==> config.mk <==
export PLATFORM = sky130hd
export DESIGN_NAME = fifo_ptr_ctrl
export DESIGN_NICKNAME = d
export VERILOG_FILES = /design/src/rtl/fifo_pkg.sv /design/src/rtl/gray_sync.sv /design/src/rtl/fifo_ptr_ctrl.sv
export SDC_FILE = /design/constraint.sdc
export NUM_CORES = 1
export LEC_CHECK = 0
export CAP_MARGIN = 20
export CORE_ASPECT_RATIO = 1.25
export CORE_MARGIN = 10
export CORE_UTILIZATION = 47
export DETAILED_ROUTE_END_ITERATION = 10
export PLACE_DENSITY = 0.76
export SETUP_SLACK_MARGIN = 0.05
export SLEW_MARGIN = 30
export SYNTH_ARGS = -nofsm -noshare
export SYNTH_HDL_FRONTEND = slang
export SYNTH_HIERARCHICAL = 1
export SYNTH_SLANG_ARGS = --single-unit
==> constraint.sdc <==
create_clock -name clock -period 2.6 [get_ports clock]
set_input_delay 0.52 -clock clock [delete_from_list [all_inputs] [get_ports clock]]
set_output_delay 0.52 -clock clock [all_outputs]
set_load 0.02 [all_outputs]
==> src/rtl/fifo_pkg.sv <==
// rtl/fifo_pkg.sv - shared types and Gray-code helpers for the dual-clock FIFO
//
// Purpose:
//   Common definitions used by every dual-clock FIFO block:
//     fifo_mode_e - which side of the FIFO a pointer controller serves
//     ptr_w()     - pointer width for a given depth (address bits + wrap bit)
//     is_pow2()   - parameter sanity helper
//     bin2gray()  - binary to reflected Gray code
//     gray2bin()  - reflected Gray code to binary
//
//   The conversion helpers work on a fixed-width word.  Callers zero-extend
//   their narrower pointer into it and cast the result back down.  Leading
//   zeros are harmless in both directions, so one function serves every
//   pointer width.
package fifo_pkg;

  typedef enum logic {
    WR = 1'b0,
    RD = 1'b1
  } fifo_mode_e;

  localparam int GRAY_MAX_W = 32;

  typedef logic [GRAY_MAX_W-1:0] gray_word_t;

  function automatic int ptr_w(input int depth);
    return $clog2(depth) + 1;
  endfunction

  function automatic bit is_pow2(input int v);
    return (v > 0) && ((v & (v - 1)) == 0);
  endfunction

  function automatic gray_word_t bin2gray(input gray_word_t b);
    return b ^ (b >> 1);
  endfunction

  // Each binary bit is the XOR of all Gray bits at or above it.
  function automatic gray_word_t gray2bin(input gray_word_t g);
    gray_word_t b;
    b[GRAY_MAX_W-1] = g[GRAY_MAX_W-1];
    for (int i = GRAY_MAX_W - 2; i >= 0; i--) begin
      b[i] = b[i+1] ^ g[i];
    end
    return b;
  endfunction

endpackage

==> src/rtl/gray_sync.sv <==
// rtl/gray_sync.sv - multi-flop synchroniser for Gray-coded buses
//
// Purpose:
//   Brings a Gray-coded value from a foreign clock domain into the local
//   domain through a STAGES-deep flop chain.  It is only safe for buses
//   that change by at most one bit per source edge, so that any sampled
//   value is either the old or the new code.
//
// Ports:
//   clock      in   1      local-domain clock
//   resetn     in   1      asynchronous active-low reset, clears the chain
//   async_gray in   WIDTH  foreign-domain Gray value
//   sync_gray  out  WIDTH  synchronised value, STAGES edges behind
module gray_sync #(
  parameter int WIDTH  = 4,
  parameter int STAGES = 2
) (
  input  logic             clock,
  input  logic             resetn,
  input  logic [WIDTH-1:0] async_gray,
  output logic [WIDTH-1:0] sync_gray
);

  logic [WIDTH-1:0] chain [STAGES];

  always_ff @(posedge clock or negedge resetn) begin
    if (!resetn) begin
      for (int i = 0; i < STAGES; i++) begin
        chain[i] <= '0;
      end
    end else begin
      chain[0] <= async_gray;
      for (int i = 1; i < STAGES; i++) begin
        chain[i] <= chain[i-1];
      end
    end
  end

  assign sync_gray = chain[STAGES-1];

endmodule

==> src/rtl/fifo_ptr_ctrl.sv <==
// rtl/fifo_ptr_ctrl.sv - per-domain pointer controller for the dual-clock FIFO
//
// Purpose:
//   Owns one side's binary/Gray pointer pair and synchronises the peer's
//   Gray pointer.  MODE=WR gives a write-side controller (flag = full);
//   MODE=RD gives a read-side controller (flag = empty).  Flag, almost flag
//   and level are computed from the next-state pointers and registered, so
//   an accepted inc is reflected at the very next edge.  The peer pointer
//   is always stale by the synchroniser latency, which only errs on the
//   safe side: full is overstated and available data understated.
//
// Ports:
//   clock        in   1   local-domain clock
//   resetn       in   1   asynchronous active-low reset
//   inc          in   1   push (WR) / pop (RD) request
//   remote_gray  in   PW  peer Gray pointer, asynchronous to clock
//   accept       out  1   inc & !flag, combinational
//   ptr_gray     out  PW  registered local Gray pointer, exported to peer
//   addr         out  AW  memory address (low bits of binary pointer)
//   flag         out  1   WR: full, RD: empty (registered)
//   almost_flag  out  1   WR: almost full, RD: almost empty (registered)
//   level        out  PW  WR: entries used, RD: entries available (registered)
module fifo_ptr_ctrl
  import fifo_pkg::*;
#(
  parameter  int DEPTH       = 8,
  parameter  int SYNC_STAGES = 2,
  parameter  int MODE        = 0,
  parameter  int ALMOST_THR  = 2,
  localparam int AW          = $clog2(DEPTH),
  localparam int PW          = ptr_w(DEPTH)
) (
  input  logic          clock,
  input  logic          resetn,
  input  logic          inc,
  input  logic [PW-1:0] remote_gray,
  output logic          accept,
  output logic [PW-1:0] ptr_gray,
  output logic [AW-1:0] addr,
  output logic          flag,
  output logic          almost_flag,
  output logic [PW-1:0] level
);

  localparam bit            IS_RD   = (MODE == int'(RD));
  localparam logic [PW-1:0] DEPTH_P = PW'(DEPTH);
  localparam logic [PW-1:0] THR_P   = PW'(ALMOST_THR);

  // Parameter sanity, caught at elaboration.
  if (!is_pow2(DEPTH) || (DEPTH < 4)) begin : g_bad_depth
    $error("fifo_ptr_ctrl: DEPTH must be a power of two and >= 4");
  end
  if (SYNC_STAGES < 2) begin : g_bad_sync
    $error("fifo_ptr_ctrl: SYNC_STAGES must be >= 2");
  end
  if ((ALMOST_THR <= 0) || (ALMOST_THR >= DEPTH)) begin : g_bad_thr
    $error("fifo_ptr_ctrl: ALMOST_THR must satisfy 0 < ALMOST_THR < DEPTH");
  end
  if ((MODE != int'(WR)) && (MODE != int'(RD))) begin : g_bad_mode
    $error("fifo_ptr_ctrl: MODE must be 0 (WR) or 1 (RD)");
  end

  logic [PW-1:0] bin;
  logic [PW-1:0] bin_next;
  logic [PW-1:0] gray_next;
  logic [PW-1:0] rsync;
  logic [PW-1:0] rbin;
  logic [PW-1:0] full_pat;
  logic [PW-1:0] level_next;
  logic          flag_next;
  logic          almost_next;

  // ---------------------------------------------------------------------
  // Peer pointer synchronisation
  // ---------------------------------------------------------------------
  gray_sync #(
    .WIDTH  (PW),
    .STAGES (SYNC_STAGES)
  ) u_sync (
    .clock      (clock),
    .resetn     (resetn),
    .async_gray (remote_gray),
    .sync_gray  (rsync)
  );

  assign rbin = PW'(gray2bin(GRAY_MAX_W'(rsync)));

  // ---------------------------------------------------------------------
  // Next-state pointer
  // ---------------------------------------------------------------------
  // A request against a set flag is silently dropped.
  assign accept    = inc & ~flag;
  assign bin_next  = bin + {{(PW-1){1'b0}}, accept};
  assign gray_next = PW'(bin2gray(GRAY_MAX_W'(bin_next)));

  // ---------------------------------------------------------------------
  // Flag / level from next-state pointer against the synchronised peer.
  // A local inc and a newly visible peer move land in the same compare,
  // so there is no ordering between them.
  // ---------------------------------------------------------------------
  // Full in Gray terms: one lap ahead means the two MSBs are inverted and
  // the rest are equal.
  assign full_pat = {~rsync[PW-1:PW-2], rsync[PW-3:0]};

  always_comb begin
    level_next  = '0;
    flag_next   = 1'b0;
    almost_next = 1'b0;
    if (IS_RD) begin
      level_next  = rbin - bin_next;
      flag_next   = (gray_next == rsync);
      almost_next = (level_next <= THR_P);
    end else begin
      level_next  = bin_next - rbin;
      flag_next   = (gray_next == full_pat);
      almost_next = (level_next >= (DEPTH_P - THR_P));
    end
  end

  // ---------------------------------------------------------------------
  // State registers.  Out of reset the write side is empty (not full) and
  // the read side has nothing available (empty and almost empty).
  // ---------------------------------------------------------------------
  always_ff @(posedge clock or negedge resetn) begin
    if (!resetn) begin
      bin         <= '0;
      ptr_gray    <= '0;
      flag        <= IS_RD;
      almost_flag <= IS_RD;
      level       <= '0;
    end else begin
      bin         <= bin_next;
      ptr_gray    <= gray_next;
      flag        <= flag_next;
      almost_flag <= almost_next;
      level       <= level_next;
    end
  end

  assign addr = bin[AW-1:0];

endmodule

==> results of run 1 <==
[cell families (layout without fill, tap and decap cells)]
| group | after synthesis | after routing | share of synthesized area |
|---|---|---|---|
| flops | 21 | 21 | 0.603 |
| xor+xnor | 13 | 13 | 0.165 |
| fa+ha+maj | 6 | 6 | 0.0947 |
| buf+inv | 10 | 36 | 0.0603 |
| simple gates | 7 | 7 | 0.0488 |
| compound gates | 4 | 4 | 0.0287 |
[layer usage]
| metal | wire [microns] | vias up | global-route usage |
|---|---|---|---|
| li1 | - | 241 | - |
| met1 | 450 | 259 | 0.0702 |
| met2 | 686 | 20 | 0.136 |
| met3 | 171 | 4 | 0.0444 |
| met4 | 31 | 0 | 0.0618 |
| met5 | 0 | - | 0 |
[flip-flops by register name, indices dropped and copies added, names as in the netlist]
| signal | cells |
|---|---|
| u_sync/chain | 4 |
| u_sync/sync_gray | 4 |
| level | 4 |
| flag | 1 |
| ptr_gray | 3 |
| almost_flag | 1 |
| bin | 4 |
[power groups by stage]
stage	clock, mW	combinational, mW	sequential [mW]
after floorplan	0	0.459	0.644
after global placement	0	0.968	0.512
after detailed placement	0	0.999	0.516
after CTS	0.155	1.00	0.509
after global routing	0.172	1.09	0.523
final	0.143	0.981	0.506
[cells in the mapped netlist]
| library cell | number | share of area |
|---|---|---|
| dfrtp_1 | 21 | 0.60 |
| inv_1 | 6 | 0.026 |
| ha_1 | 5 | 0.072 |
| xnor2_1 | 5 | 0.050 |
| xor2_1 | 5 | 0.050 |
| buf_4 | 4 | 0.034 |
| nand3_1 | 2 | 0.011 |
| or3_1 | 2 | 0.014 |
| xor2_2 | 2 | 0.037 |
| a21o_1 | 1 | 0.0086 |
| a21oi_1 | 1 | 0.0057 |
| a22oi_1 | 1 | 0.0086 |
| fa_1 | 1 | 0.023 |
| nand2_1 | 1 | 0.0043 |
| nand3_2 | 1 | 0.011 |
| nor2b_1 | 1 | 0.0072 |
| o21ai_0 | 1 | 0.0057 |
| xor3_1 | 1 | 0.027 |
[area by class of cell]
| cell class | count | share of cell area |
|---|---|---|
| inverter | 6 | 0.0198 |
| tap | 19 | 0.0209 |
| sequential | 21 | 0.461 |
| clock buffer | 4 | 0.0231 |
| multi-input combinational | 30 | 0.260 |
| timing repair buffer | 26 | 0.215 |
[cells in the final DEF, fill, tap and decap left out]
cell type / count
nand3_2: 1
o21ai_1: 1
a21oi_1: 1
clkdlybuf4s50_1: 20
nand3_1: 2
xor3_1: 1
xor2_2: 2
clkbuf_4: 3
a22oi_1: 1
dfrtp_1: 21
nand2_1: 1
buf_4: 6
a21o_1: 1
xor2_1: 5
clkbuf_1: 1
ha_1: 5
nor2b_2: 1
xnor2_1: 5
or3_1: 2
inv_1: 6
fa_1: 1
[worst min-delay path by stage]
stage,start,endpoint,depth (start not counted)
after floorplan,resetn,almost_flag,0
after global placement,u_sync/chain[6],u_sync/sync_gray[2],0
after detailed placement,u_sync/chain[6],u_sync/sync_gray[2],0
after CTS,u_sync/chain[5],u_sync/sync_gray[1],0
after global routing,u_sync/chain[6],u_sync/sync_gray[2],0
final,u_sync/chain[5],u_sync/sync_gray[1],0
[timing repair]
item,CTS,global route
endpoints found under the setup margin,0,1
resized for setup,0,1
buffers inserted,0,0
==> metrics.yaml, run 1 <==
status: "finished clean"
die_w_microns: 58.5
final_util: 0.646
final.setup_skew_ns: 0.00332
drive_gt1_frac: 0.149
grt_pass1_wl_mm: 2.48
drc: 0
p_switching_mw: 0.620
cts_tree: "done"
seq_area_sq_um: 526
period_needed_ns: 2.44
crit_end: "almost_flag"
synth_seq_cells: 21
yosys.cell_types.count: 18
worstMarginPinSlew_ns: 0.307
crit_start: "inc"
rsz0062_at_grt: "no"
firstDrtPassIters: 2
stdcell_count: 106
cts_buffers: 3
postLayoutCellArea_sq_um: 1140
grt_max_degree: 22
wl_per_cell_microns: 12.7
fin_crit_sh: 0.938
ys_seq_area_frac: 0.603
slowest_stage: "clkdlybuf4s50_1"
maxCapViolations: 0
leakage_nw: 0.530
cp_data_arrival_time_ns: 2.63
worst_path_largest_cell_delay_ns: 0.39
crit_chain: "clkdlybuf4s50_1, nor2b_2, ha_1, ha_1, xor2_2, ha_1, nand2_1, o21ai_1, xor3_1, a21o_1"
internal_power_mw: 1.01
die_y_microns: 68.2
root_buffer: "clkbuf_4"
crit_family: "adder cells"
grtUsageTotal: 0.0806
swShare: 0.380
antenna_found_initial: 0
hold_class: "reg -> reg"
num_vias: 524
synth_nets: 74
clk_path_buf_depth: 2
clk_pin_slew_ns: 0.10
start_util: 0.494
diodes: 0
ys_warn_count: 6
critical_path_peak_fanout: 3
criticalPathCategory: "in -> reg"
coreArea_sq_um: 1770
rr_endpoint: "almost_flag"
clk_latency_ns: 0.29
cp_common_cell: "ha_1"
syn_to_final_growth_pct: 30.7
start_kind: "input port"
maxSlewViolCount: 0
max-vdd-ir-drop_uv: 631
wl_mm: 1.34
share_comb_of_total_power: 0.602
setup_viol: 0
n_fill_cell: 135
netlist_instances: 61
clockPowerShare: 0.088
drt_iter0_markers: 11
syn_avg_cell_area_sq_um: 14.3
die_area_sq_um: 3990
htree_levels: 1
rows: 17
placed_cells: 102
crit_cells: 10
final.setup.tns_ns: 0
place.port_buffers: 20
gp_congestion: 0.691
endpoint_kind: "flip-flop"
first_global_vias: 577
place_hpwl_mm: 1.14
power_frac_seq: 0.310
syn_area_sq_um: 872
hold_viol_final: 0
vias_per_cell: 4.94
ant_nets: 0
pre_cts_slack_ns: -0.223
rr_worst_depth: 7
multi_input_area_sq_um: 297
power_mw: 1.63
place_area_sq_um: 1110
slew_headroom: 0.795
rrSetupSlack_ns: 0.45
power_density_nw_per_um2: 1430
required_ns: 2.79
clock-sinks: 21
worstPathBufferInverterCount: 1
io_pins: 21
clock.fmax_ghz: 0.410
worst_slack_ns: 0.162
reg2reg_from: "u_sync/sync_gray[3]"
nNetsFinal: 101
ctsHoldBuffers: 0
gr-total-overflow: 0
fin_hold_ws_ns: 0.360
Power figures use the tool's default switching activity.
==> run 2, diff against run 1 <==
--- a/config.mk
+++ b/config.mk
@@ -8,9 +8,9 @@
 export CAP_MARGIN = 20
 export CORE_ASPECT_RATIO = 1.25
 export CORE_MARGIN = 10
-export CORE_UTILIZATION = 47
+export CORE_UTILIZATION = 42
 export DETAILED_ROUTE_END_ITERATION = 10
-export PLACE_DENSITY = 0.76
+export PLACE_DENSITY = 0.72
 export SETUP_SLACK_MARGIN = 0.05
 export SLEW_MARGIN = 30
 export SYNTH_ARGS = -nofsm -noshare
==> constraint.sdc (replaced) <==
create_clock -name clock -period 2.2 [get_ports clock]
set_input_delay 0.44 -clock clock [delete_from_list [all_inputs] [get_ports clock]]
set_output_delay 0.44 -clock clock [all_outputs]
set_load 0.02 [all_outputs]
==> metrics.yaml, run 2 (synthesis gave the netlist of run 1 again) <==
status: "finished clean"
cts_buffers: 3
p_switching_mw: 0.777
cts_tree: "done"
firstDrtPassIters: 2
layout_commonest_cell: "dfrtp_1"
die_area_sq_um: 4310
max-vdd-ir-drop_uv: 673
period_needed_ns: 2.04
setup_viol: 0
start_kind: "flip-flop"
gp_congestion: 0.695
cp_data_arrival_time_ns: 2.24
clk_path_buf_depth: 2
share_comb_of_total_power: 0.613
place.port_buffers: 20
clock-sinks: 21
root_buffer: "clkbuf_4"
worst_path_largest_cell_delay_ns: 0.45
power_density_nw_per_um2: 1660
io_pins: 21
grt_pass1_wl_mm: 2.37
wl_mm: 1.34
die_y_microns: 70.9
rows: 18
crit_chain: "xnor2_2, xor2_2, xnor2_1, ha_1, fa_1, xnor2_1, a21o_1"
wl_per_cell_microns: 12.2
drive_gt1_frac: 0.256
worst_slack_ns: 0.162
maxSlewViolCount: 0
vias_per_cell: 4.78
grt_max_degree: 22
clock.fmax_ghz: 0.491
rsz0062_at_grt: "no"
clk_latency_ns: 0.30
num_vias: 526
fin_crit_sh: 0.926
hold_class: "reg -> reg"
gr-total-overflow: 0
fin_hold_ws_ns: 0.363
grtUsageTotal: 0.0717
grt.met1_usage: 0.0739
clockPowerShare: 0.087
leakage_nw: 0.560
endpoint_kind: "flip-flop"
met2_usage: 0.118
busiest_layer: "met2"
place_area_sq_um: 1190
worstPathBufferInverterCount: 0
final.setup_skew_ns: 0.00711
cp_common_cell: "xnor2_1"
slew_headroom: 0.797
maxCapViolations: 0
syn_to_final_growth_pct: 41.5
slowest_stage: "dfrtp_1"
place_hpwl_mm: 1.12
required_ns: 2.40
coreArea_sq_um: 1980
worstMarginPinSlew_ns: 0.304
die_w_microns: 60.8
nNetsFinal: 104
internal_power_mw: 1.28
drc: 0
htree_levels: 1
swShare: 0.378
power_frac_seq: 0.300
ctsHoldBuffers: 0
power_mw: 2.05
criticalPathCategory: "reg -> reg"
antenna_found_initial: 0
final_cell_mix: "dfrtp_1, clkdlybuf4s50_1, buf_4"
first_global_vias: 555
critical_path_peak_fanout: 4
start_util: 0.440
postLayoutCellArea_sq_um: 1230
hold_viol_final: 0
crit_family: "XOR/XNOR gates"
pre_cts_slack_ns: -0.356
drt_iter0_markers: 9
diodes: 0
grt_use_met3: 0.0250
clk_pin_slew_ns: 0.11
ant_nets: 0
run 2: power groups by stage:
stage / clock [mW] / sequential [mW] / combinational, mW
global placement: 0 / 0.621 / 1.25
floorplan: 0 / 0.781 / 0.625
detailed placement: 0 / 0.627 / 1.28
finish: 0.178 / 0.616 / 1.26
CTS: 0.185 / 0.618 / 1.29
global route: 0.207 / 0.632 / 1.39
run 2: final cells by class:
class	count	area, sq um
fill	163	748
inverter	6	22.5
tap	20	25.0
sequential	21	527
timing repair buffer	29	267
clock buffer	3	22.5
multi-input combinational	30	365
clock inverter	1	5.00
run 2: timing repair:
| action | in CTS | in global routing |
|---|---|---|
| resized for setup | 2 | 2 |
| buffers inserted | 0 | 0 |
| setup endpoints to repair | 1 | 1 |
| endpoints found under the hold margin | 0 | 0 |
| pin swaps | 2 | 1 |
run 2: path summary, 6_finish.rpt:
kind	startpoint	cells after the start	slack, ns	endpoint
worst min register to register	u_sync/chain[7]	0	0.36	u_sync/sync_gray[3]
max in group asynchronous	resetn	2	1.52	flag
min in group asynchronous	resetn	2	0.47	bin[1]
worst min-delay path	u_sync/chain[7]	0	0.36	u_sync/sync_gray[3]
worst max register to register	u_sync/sync_gray[3]	7	0.16	almost_flag
worst max-delay path	u_sync/sync_gray[3]	7	0.16	almost_flag
run 2: routing by layer:
| layer | part of all wire | wire, microns | vias up |
|---|---|---|---|
| met5 | 0 | 0 | - |
| met4 | 0.025 | 33 | 0 |
| met3 | 0.095 | 127 | 5 |
| met1 | 0.36 | 489 | 253 |
| li1 | - | - | 249 |
| met2 | 0.52 | 693 | 19 |
run 2: through the flow:
stage                     TNS [ns]  utilization  cells
after global placement      -0.700        0.602    106
final                            0        0.622    110
after detailed placement    -0.836        0.602    106
after global routing             0        0.622    110
after floorplan                  0            -     61
after CTS                        0        0.615    110
==> run 3, diff against run 2 <==
==> constraint.sdc (replaced) <==
create_clock -name clock -period 2.2 [get_ports clock]
set_input_delay 0.22 -clock clock [delete_from_list [all_inputs] [get_ports clock]]
set_output_delay 0.22 -clock clock [all_outputs]
set_load 0.02 [all_outputs]
==> metrics.yaml, run 3 (synthesis gave the netlist of run 1 again) <==
status: "finished clean"
gp_congestion: 0.709
wl_met1_microns: 503
hold_class: "in -> async"
rows: 18
period_needed_ns: 1.98
maxSlewViolCount: 0
antenna_found_initial: 0
nNetsFinal: 103
setup_viol: 0
coreArea_sq_um: 1980
final.setup.tns_ns: 0
wl_per_cell_microns: 12.9
rrSetupSlack_ns: 0.22
rsz0062_at_grt: "no"
clk_latency_ns: 0.30
place_area_sq_um: 1180
ant_nets: 0
first_global_vias: 585
postLayoutCellArea_sq_um: 1230
grt_max_degree: 22
met2_length_microns: 723
num_vias: 516
final_cell_mix: "dfrtp_1, clkdlybuf4s50_1, buf_4"
cts_tree: "done"
start_kind: "flip-flop"
root_buffer: "clkbuf_4"
drc: 0
start_util: 0.440
wl_mm: 1.40
maxCapViolations: 0
cp_data_arrival_time_ns: 2.17
fin_crit_sh: 0.899
grt_pass1_wl_mm: 2.52
leakage_nw: 0.551
rr_endpoint: "almost_flag"
rr_worst_depth: 7
critical_path_peak_fanout: 4
die_w_microns: 60.8
clock-sinks: 21
ctsHoldBuffers: 0
top_layer: "met4"
reg2reg_from: "u_sync/sync_gray[3]"
final.setup_skew_ns: 0.00740
hold_viol_final: 0
required_ns: 2.40
power_density_nw_per_um2: 1650
n_fill_cell: 159
criticalPathCategory: "reg -> reg"
clock.fmax_ghz: 0.506
die_y_microns: 70.9
drive_gt1_frac: 0.236
grtUsageTotal: 0.0765
max-vdd-ir-drop_uv: 814
cts_buffers: 3
htree_levels: 1
vias_per_cell: 4.73
gr-total-overflow: 0
wl_met3_microns: 130
clk_path_buf_depth: 2
clk_pin_slew_ns: 0.11
slew_headroom: 0.796
io_pins: 21
drt_iter0_markers: 4
firstDrtPassIters: 3
die_area_sq_um: 4310
place.port_buffers: 20
place_hpwl_mm: 1.16
worstMarginPinSlew_ns: 0.306
diodes: 0
syn_to_final_growth_pct: 40.6
endpoint_kind: "flip-flop"
[run 3: critical path, cell delays in order (launching register included)]
cell and delay, ns:
dfrtp_1 0.45, xnor2_2 0.21, xor2_2 0.20, xnor2_1 0.09
ha_1 0.22, fa_1 0.38, xnor2_1 0.15, a21o_1 0.18
[run 3: worst max path at each step]
| stage | startpoint | end | slack [ns] | depth (start not counted) |
|---|---|---|---|---|
| detailed placement | inc | almost_flag | -0.16 | 10 |
| CTS | u_sync/sync_gray[3] | almost_flag | 0.11 | 7 |
| global placement | inc | almost_flag | -0.1 | 10 |
| floorplan | u_sync/sync_gray[3] | almost_flag | 0.06 | 8 |
| finish | u_sync/sync_gray[3] | almost_flag | 0.22 | 7 |
| global route | u_sync/sync_gray[3] | almost_flag | 0.09 | 7 |
[run 3: timing repair]
item | CTS | global route
gates resized for setup | 0 | 3
setup buffers | 0 | 1
setup endpoints to repair | 0 | 1
[run 3: through the flow]
step	hold WS, ns	setup WS (ns)	util	power [mW]	cells
2_1_floorplan	-0.0756	0.0574	-	1.41	61
3_3_place_gp	0.333	-0.0994	0.594	1.84	104
3_5_place_dp	0.337	-0.156	0.594	1.88	104
4_1_cts	0.258	0.115	0.607	2.06	108
5_1_grt	0.283	0.0932	0.619	2.19	109
6_report	0.249	0.223	0.619	2.02	109
[run 3: per-layer routing]
layer	up-vias	global-route usage
met5	-	0
met4	0	0.0587
met3	4	0.0161
met2	18	0.131
met1	249	0.0759
li1	245	-
[run 3: cell type report]
cell class	instances	area (sq um)	area share
well taps	20	25.0	0.0204
clock buffers	4	26.3	0.0214
flip-flops and latches	21	527	0.430
repair buffers	28	260	0.212
multi-input cells	30	365	0.298
inverters	6	22.5	0.0184
[run 3: report_power, final]
group	internal (mW)	total, mW	switching, mW	leakage (nW)
logic	0.650	1.23	0.578	0.291
registers	0.535	0.618	0.0822	0.245
clock network	0.0707	0.179	0.108	0.0150
